File: config.mk
export PLATFORM = sky130hd
export DESIGN_NAME = fccc_clock_supervisor
export DESIGN_NICKNAME = d
export VERILOG_FILES = /design/src/rtl/fccc_supervisor_pkg.sv /design/src/rtl/gl1_gate_arbiter.sv /design/src/rtl/fccc_clock_supervisor.sv
export SDC_FILE = /design/constraint.sdc
export NUM_CORES = 1
export LEC_CHECK = 0
export CORE_ASPECT_RATIO = 0.9
export CORE_MARGIN = 3
export CORE_UTILIZATION = 50
export CTS_CLUSTER_SIZE = 40
export DETAILED_ROUTE_END_ITERATION = 16
export GPL_ROUTABILITY_DRIVEN = 0
export PLACE_DENSITY_LB_ADDON = 0.25
export SYNTH_ARGS = -nofsm -noshare
export SYNTH_HDL_FRONTEND = slang
export SYNTH_SLANG_ARGS = --single-unit
File: constraint.sdc
create_clock -name CLK -period 3.1 [get_ports CLK]
set_input_delay 0.62 -clock CLK [delete_from_list [all_inputs] [get_ports CLK]]
set_output_delay 0.62 -clock CLK [all_outputs]
set_load 0.05 [all_outputs]
File: src/rtl/fccc_supervisor_pkg.sv
// Shared state encodings, settle latency and counter-width helper for the
// FCCC clock supervisor.
package fccc_supervisor_pkg;

  typedef enum logic [1:0] {
    ST_WAIT_LOCK = 2'd0,
    ST_STABILIZE = 2'd1,
    ST_RUN       = 2'd2,
    ST_FAULT     = 2'd3
  } sup_state_e;

  // Cycles the GCLKINT enable synchroniser needs before GL1 is usable.
  localparam int unsigned SETTLE_LAT = 2;

  // Bits needed to hold the values 0 .. n-1 (never less than one bit).
  function automatic int unsigned cnt_w(input int unsigned n);
    return (n <= 2) ? 1 : $clog2(n);
  endfunction

endpackage

File: src/rtl/gl1_gate_arbiter.sv
// GL1 clock-gate control: turns GL1_EN on for any request, waits for the
// gate to settle before acknowledging, and turns it off after an idle delay.
module gl1_gate_arbiter
  import fccc_supervisor_pkg::*;
#(
  parameter int unsigned NUM_REQ       = 2,
  parameter int unsigned GL1_OFF_DELAY = 8
) (
  input  logic               CLK,
  input  logic               RESET,
  input  logic               active,
  input  logic [NUM_REQ-1:0] REQ,
  output logic               GL1_EN,
  output logic [NUM_REQ-1:0] ACK
);

  localparam int unsigned IDLE_W   = cnt_w(GL1_OFF_DELAY);
  localparam int unsigned SETTLE_W = cnt_w(SETTLE_LAT);
  localparam logic [IDLE_W-1:0]   IDLE_LAST   = IDLE_W'(GL1_OFF_DELAY - 1);
  localparam logic [SETTLE_W-1:0] SETTLE_LAST = SETTLE_W'(SETTLE_LAT - 1);

  logic                en_q, en_d;
  logic                settled_q, settled_d;
  logic [SETTLE_W-1:0] settle_q, settle_d;
  logic [IDLE_W-1:0]   idle_q, idle_d;
  logic [NUM_REQ-1:0]  ack_q, ack_d;

  // Next-state for enable, settle, idle and acknowledge.
  always_comb begin
    en_d      = en_q;
    settled_d = settled_q;
    settle_d  = settle_q;
    idle_d    = idle_q;
    ack_d     = ack_q;
    if (!active) begin
      en_d      = 1'b0;
      settled_d = 1'b0;
      settle_d  = '0;
      idle_d    = '0;
      ack_d     = '0;
    end else begin
      ack_d = REQ & {NUM_REQ{settled_q}};
      if (!en_q) begin
        if (|REQ) begin
          // The enabling edge already counts as the first settle cycle.
          en_d      = 1'b1;
          settled_d = 1'b0;
          settle_d  = SETTLE_W'(1);
          idle_d    = '0;
        end
      end else begin
        if (!settled_q) begin
          if (settle_q >= SETTLE_LAST) settled_d = 1'b1;
          else                         settle_d  = settle_q + SETTLE_W'(1);
        end
        if (|REQ) begin
          idle_d = '0;
        end else if (idle_q == IDLE_LAST) begin
          en_d      = 1'b0;
          settled_d = 1'b0;
          settle_d  = '0;
          idle_d    = '0;
        end else begin
          idle_d = idle_q + IDLE_W'(1);
        end
      end
    end
  end

  // Gate-control registers with synchronous reset.
  always_ff @(posedge CLK) begin
    if (RESET) begin
      en_q      <= 1'b0;
      settled_q <= 1'b0;
      settle_q  <= '0;
      idle_q    <= '0;
      ack_q     <= '0;
    end else begin
      en_q      <= en_d;
      settled_q <= settled_d;
      settle_q  <= settle_d;
      idle_q    <= idle_d;
      ack_q     <= ack_d;
    end
  end

  assign GL1_EN = en_q;
  assign ACK    = ack_q;

endmodule

File: src/rtl/fccc_clock_supervisor.sv
// FCCC power-up supervisor: synchronises and qualifies LOCK, holds the
// system reset, forces a safe state on lock loss and hosts the GL1 gate.
//
// state        | meaning
// WAIT_LOCK    | waiting for synchronised LOCK
// STABILIZE    | counting consecutive LOCK-high cycles
// RUN          | lock qualified; reset hold then released, GL1 gating live
// FAULT        | lock lost from RUN; safe state until CLR_LOST
module fccc_clock_supervisor
  import fccc_supervisor_pkg::*;
#(
  parameter int unsigned LOCK_STABLE_CYCLES = 1024,
  parameter int unsigned RST_HOLD_CYCLES    = 16,
  parameter int unsigned NUM_REQ            = 2,
  parameter int unsigned GL1_OFF_DELAY      = 8
) (
  input  logic               CLK,
  input  logic               RESET,
  input  logic               LOCK_IN,
  input  logic [NUM_REQ-1:0] REQ,
  input  logic               CLR_LOST,
  output logic               SYS_RESET_N,
  output logic               GL1_EN,
  output logic [NUM_REQ-1:0] ACK,
  output logic               LOCK_LOST,
  output logic [1:0]         STATE
);

  localparam int unsigned STAB_W = cnt_w(LOCK_STABLE_CYCLES);
  localparam int unsigned HOLD_W = cnt_w(RST_HOLD_CYCLES);
  localparam logic [STAB_W-1:0] STAB_LAST = STAB_W'(LOCK_STABLE_CYCLES - 1);
  localparam logic [HOLD_W-1:0] HOLD_LAST = HOLD_W'(RST_HOLD_CYCLES - 1);

  logic              lock_meta_q, lock_meta_d;
  logic              lock_s_q, lock_s_d;
  sup_state_e        state_q, state_d;
  logic [STAB_W-1:0] stab_q, stab_d;
  logic [HOLD_W-1:0] hold_q, hold_d;
  logic              rst_n_q, rst_n_d;
  logic              lost_q, lost_d;
  logic              active;

  // Two-flop LOCK synchroniser.
  always_comb begin
    lock_meta_d = LOCK_IN;
    lock_s_d    = lock_meta_q;
  end

  // FSM next-state, stable/hold counters, reset release and fault flag.
  always_comb begin
    state_d = state_q;
    stab_d  = stab_q;
    hold_d  = hold_q;
    rst_n_d = rst_n_q;
    lost_d  = lost_q;
    if (CLR_LOST) lost_d = 1'b0;
    case (state_q)
      ST_WAIT_LOCK: begin
        stab_d  = '0;
        rst_n_d = 1'b0;
        if (lock_s_q) state_d = ST_STABILIZE;
      end
      ST_STABILIZE: begin
        rst_n_d = 1'b0;
        if (!lock_s_q) begin
          state_d = ST_WAIT_LOCK;
          stab_d  = '0;
        end else if (stab_q == STAB_LAST) begin
          state_d = ST_RUN;
          stab_d  = '0;
          hold_d  = '0;
        end else begin
          stab_d = stab_q + STAB_W'(1);
        end
      end
      ST_RUN: begin
        if (!lock_s_q) begin
          // Lock loss wins over CLR_LOST in the same cycle.
          state_d = ST_FAULT;
          rst_n_d = 1'b0;
          lost_d  = 1'b1;
        end else if (hold_q == HOLD_LAST) begin
          rst_n_d = 1'b1;
        end else begin
          hold_d = hold_q + HOLD_W'(1);
        end
      end
      ST_FAULT: begin
        rst_n_d = 1'b0;
        if (CLR_LOST) begin
          state_d = ST_WAIT_LOCK;
          lost_d  = 1'b0;
        end
      end
      default: begin
        state_d = ST_WAIT_LOCK;
        rst_n_d = 1'b0;
      end
    endcase
  end

  // Supervisor registers with synchronous reset.
  always_ff @(posedge CLK) begin
    if (RESET) begin
      lock_meta_q <= 1'b0;
      lock_s_q    <= 1'b0;
      state_q     <= ST_WAIT_LOCK;
      stab_q      <= '0;
      hold_q      <= '0;
      rst_n_q     <= 1'b0;
      lost_q      <= 1'b0;
    end else begin
      lock_meta_q <= lock_meta_d;
      lock_s_q    <= lock_s_d;
      state_q     <= state_d;
      stab_q      <= stab_d;
      hold_q      <= hold_d;
      rst_n_q     <= rst_n_d;
      lost_q      <= lost_d;
    end
  end

  // lock_s is folded in so the gate shuts on the same edge the FSM enters FAULT.
  assign active = (state_q == ST_RUN) && rst_n_q && lock_s_q;

  gl1_gate_arbiter #(
    .NUM_REQ       (NUM_REQ),
    .GL1_OFF_DELAY (GL1_OFF_DELAY)
  ) u_gl1_gate_arbiter (
    .CLK    (CLK),
    .RESET  (RESET),
    .active (active),
    .REQ    (REQ),
    .GL1_EN (GL1_EN),
    .ACK    (ACK)
  );

  assign SYS_RESET_N = rst_n_q;
  assign LOCK_LOST   = lost_q;
  assign STATE       = state_q;

endmodule

==> results.txt <==
----------------------------------------------------
[Clock network]
  Hold buffer count at cts ... 0
  Maximum level of the CTS H-tree ... 1
  Clock transition at the registers of the reported paths ... 140 ps
  Clock latency of the later-clocked register in the worst-skew pair ... 320 ps
  TritonCTS clock tree ... yes
  Root Buffer Master ... clkbuf_4
  Post-cts gate resize count ... 0
  Post-CTS Setup Bufs ... 0
  Inserted Clock Buffers ... 3
  Maximum root-to-sink buffer count ... 2
  Clock sink count ... 28

[STA]
  Worst slew margin relative to its limit ... 61.3%
  Number of pins exceeding their max-slew limit in the final report ... 0
  Setup violation total in the final timing report ... 0
  Setup WS post-layout ... 527 ps
  Setup TNS ... 0 ps
  Setup repair after global routing missed its margin ... no
  Max Fclk ... 389 MHz
  Final Cycle Share ... 83.0%
  Final hold violation count ... 0
  Final worst path period need ... 2570 ps
  Clk_skew ... 6.68 ps
  Transition time of the tightest slew-check pin ... 579 ps

[Pwr]
  Total power per unit cell area ... 381 mW/mm2
  Leak Pwr ... 0.000506 uW
  Worst supply voltage drop on vdd ... 0.000365 V
  Total Power Consumption ... 557 uW

[Logic synthesis]
  Synth top area share ... 42.1%
  Most common library cells after synthesis ... dfxtp_1 (28), nor2_1 (13), a21oi_1 (12)
  Average size of a mapped cell ... 9.38 um2
  Mux contribution to synthesized area ... 3.85%
  Adder-Cell Fraction of Synth Area ... 3.76%
  Number of flip-flops and latches in the synthesized netlist ... 28
  Library cell with the highest instance count after synthesis ... dfxtp_1
  Most used flip-flop cell after synthesis ... dfxtp_1
  Xor and xnor area share after synthesis ... 1.97%
  Post-synth top area cell ... dfxtp_1
  Post-Synth Simple-Gate Area ... 26.2%
  Post-synth EDFFs ... 0
  Netlist cell types ... 39
  Area fraction in compound gates after synthesis ... 16.5%
  Number of nets in the synthesized netlist ... 152
  Mapped Area ... 0.00133 mm2
  Largest family of logic cells by synthesized area ... simple AND/OR/NAND/NOR gates
  Seq/Total Area, Yosys ... 42.1%
  Leading post-synthesis cells by cell area ... dfxtp_1 (42%), a21oi_1 (4.5%), ha_1 (3.8%)
  Post-synthesis instance total ... 142
  Share of flip-flops with an asynchronous set or reset ... 0%
  Syn. warnings ... 0

[Place]
  Number of port buffers ... 12
  Pre-CTS setup slack ... 907 ps
  Final HPWL from detailed placement ... 1830 um
  # placed instances ... 176

[Detailed routing]
  Antenna Violating Nets Remaining ... 0
  Detailed router's first-iteration violation count ... 36
  Final Routed Wirelength ... 2430 um
  Vias after detailed routing ... 1107
  Detailed-route DRC error count ... 0
  Vias/cell ... 6.15
  Post-detailed-route wirelength per cell ... 13.5 um
  First-pass iteration count of the detailed router ... 4

[Die]
  # rows ... 17
  Effective utilization at floorplan ... 53.5%
  Std-Cell Core Area ... 0.00249 mm2
  I/O pins ... 13
  Die W ... 60.4 um
  DIE HEIGHT ... 55.0 um
  Die footprint ... 0.00332 mm2

[Setup path]
  Max stage delay cell, worst path ... clkdlybuf4s50_1
  Count of buffer and inverter cells on the critical path ... 1
  Crit path max fanout ... 19
  Reg-to-reg slack, setup ... 1370 ps
  Required arrival time at the worst endpoint ... 2480 ps
  Cell family contributing the most delay on the critical path ... buffers and inverters
  CP Class ... flop to output port
  Worst R2R Path Depth ... 4
  Highest cell delay on the worst timing path ... 910 ps
  Critical Path, Cell by Cell ... clkdlybuf4s50_1
  CP arrival ... 1950 ps
  Category of the worst setup path capture point ... output port
  Number of gates on the worst path with buffers counted ... 1
  Startpoint Class ... flop

[Global route]
  Number of antenna violations at the first check in global routing ... 0
  Via count of the first global-routing pass ... 876
  Largest net degree at the start of global routing ... 20
  Global route total overflow ... 0
  Wire length of the first global-routing pass ... 3820 um
  GRT Overall Usage ... 15.1%

[Cells and area]
  Final net count ... 163
  Total inserted antenna cells ... 0
  Number of standard cells in the final layout excluding fillers ... 180
  Layout cell share with drive strength beyond 1 ... 4.61%
  Area growth from synthesis to final layout ... 9.58%
  Fillers ... 220

[Flow run]
  # Max-Cap Violations ... 0

[Hold path]
  Hold path start ... lock_meta_q
  Hold depth ... 1
  Hold Path Class ... flop to flop

[Outcome]
  Outcome ... completed

----------------------------------------------------
==> report_power, final <==
group	switching (uW)	internal, uW	leakage [uW]
clock	101	71.8	0.0000210
combinational	9.90	10.4	0.000259
sequential	1.96	362	0.000226
==> cell usage in the layout (no fill, tap or decap), types with 2 or more instances in the layout <==
cell type,count
nor4_1,2
xnor2_1,2
nand2b_1,2
nand4b_1,4
clkbuf_4,3
and4_1,2
nor2_1,13
a41oi_1,3
clkdlybuf4s50_1,12
nand4_1,3
nand2_1,9
dfxtp_1,28
ha_1,4
or3_1,2
nor2b_1,4
and3_1,3
o21ai_0,3
nand3_1,8
nor3_1,2
mux2i_1,4
a31oi_1,6
a21oi_1,12
a311oi_1,4
==> flip-flops by register name (all words and copies together) (netlist names), named ones only <==
signal                        cells
lock_s_q                          1
u_gl1_gate_arbiter.GL1_EN         1
stab_q                           10
u_gl1_gate_arbiter.settled_q      1
hold_q                            4
STATE                             1
u_gl1_gate_arbiter.settle_q       1
u_gl1_gate_arbiter.ACK            2
SYS_RESET_N                       1
u_gl1_gate_arbiter.idle_q         3
LOCK_LOST                         1
lock_meta_q                       1
==> logic make-up after synthesis <==
logic type	Yosys count
AO/OA/AOI/OAI	34
XOR/XNOR	3
adder cells (fa/ha/maj)	4
buffers and inverters	8
flip-flops	28
multiplexers	5
AND/OR/NAND/NOR	60
==> metrics by stage <==
step	hold slack, ps	instance area (um2)	utilization [%]
2_1_floorplan	414	1330	-
3_3_place_gp	419	1420	57.2
3_5_place_dp	426	1420	57.2
4_1_cts	458	1460	58.7
5_1_grt	482	1460	58.7
6_report	455	1460	58.7
==> layout make-up <==
class                   instances  area (um2)  area share (%)
repair buffers                 13         128            8.74
well taps                      28        35.0            2.40
clock buffers                   4        36.3            2.49
inverters                       1        3.75           0.257
flip-flops and latches         28         561            38.4
multi-input cells             106         697            47.7
==> final timing paths <==
check | to
setup / recovery | STATE[1]
setup reg to reg | hold_q[3]
hold / removal | lock_s_q
hold reg to reg | lock_s_q
==> layer usage <==
metal / up-vias / share of wire [%] / GRT usage (%) / wire (um)
met4: 0 / 0.70 / 3.25 / 17
li1: 560 / - / - / -
met2: 16 / 47 / 24.6 / 1150
met5: - / 0 / 0 / 0
met3: 2 / 4.1 / 4.41 / 99
met1: 529 / 48 / 20.1 / 1160
Note: power is estimated with default switching activity, not from simulation.
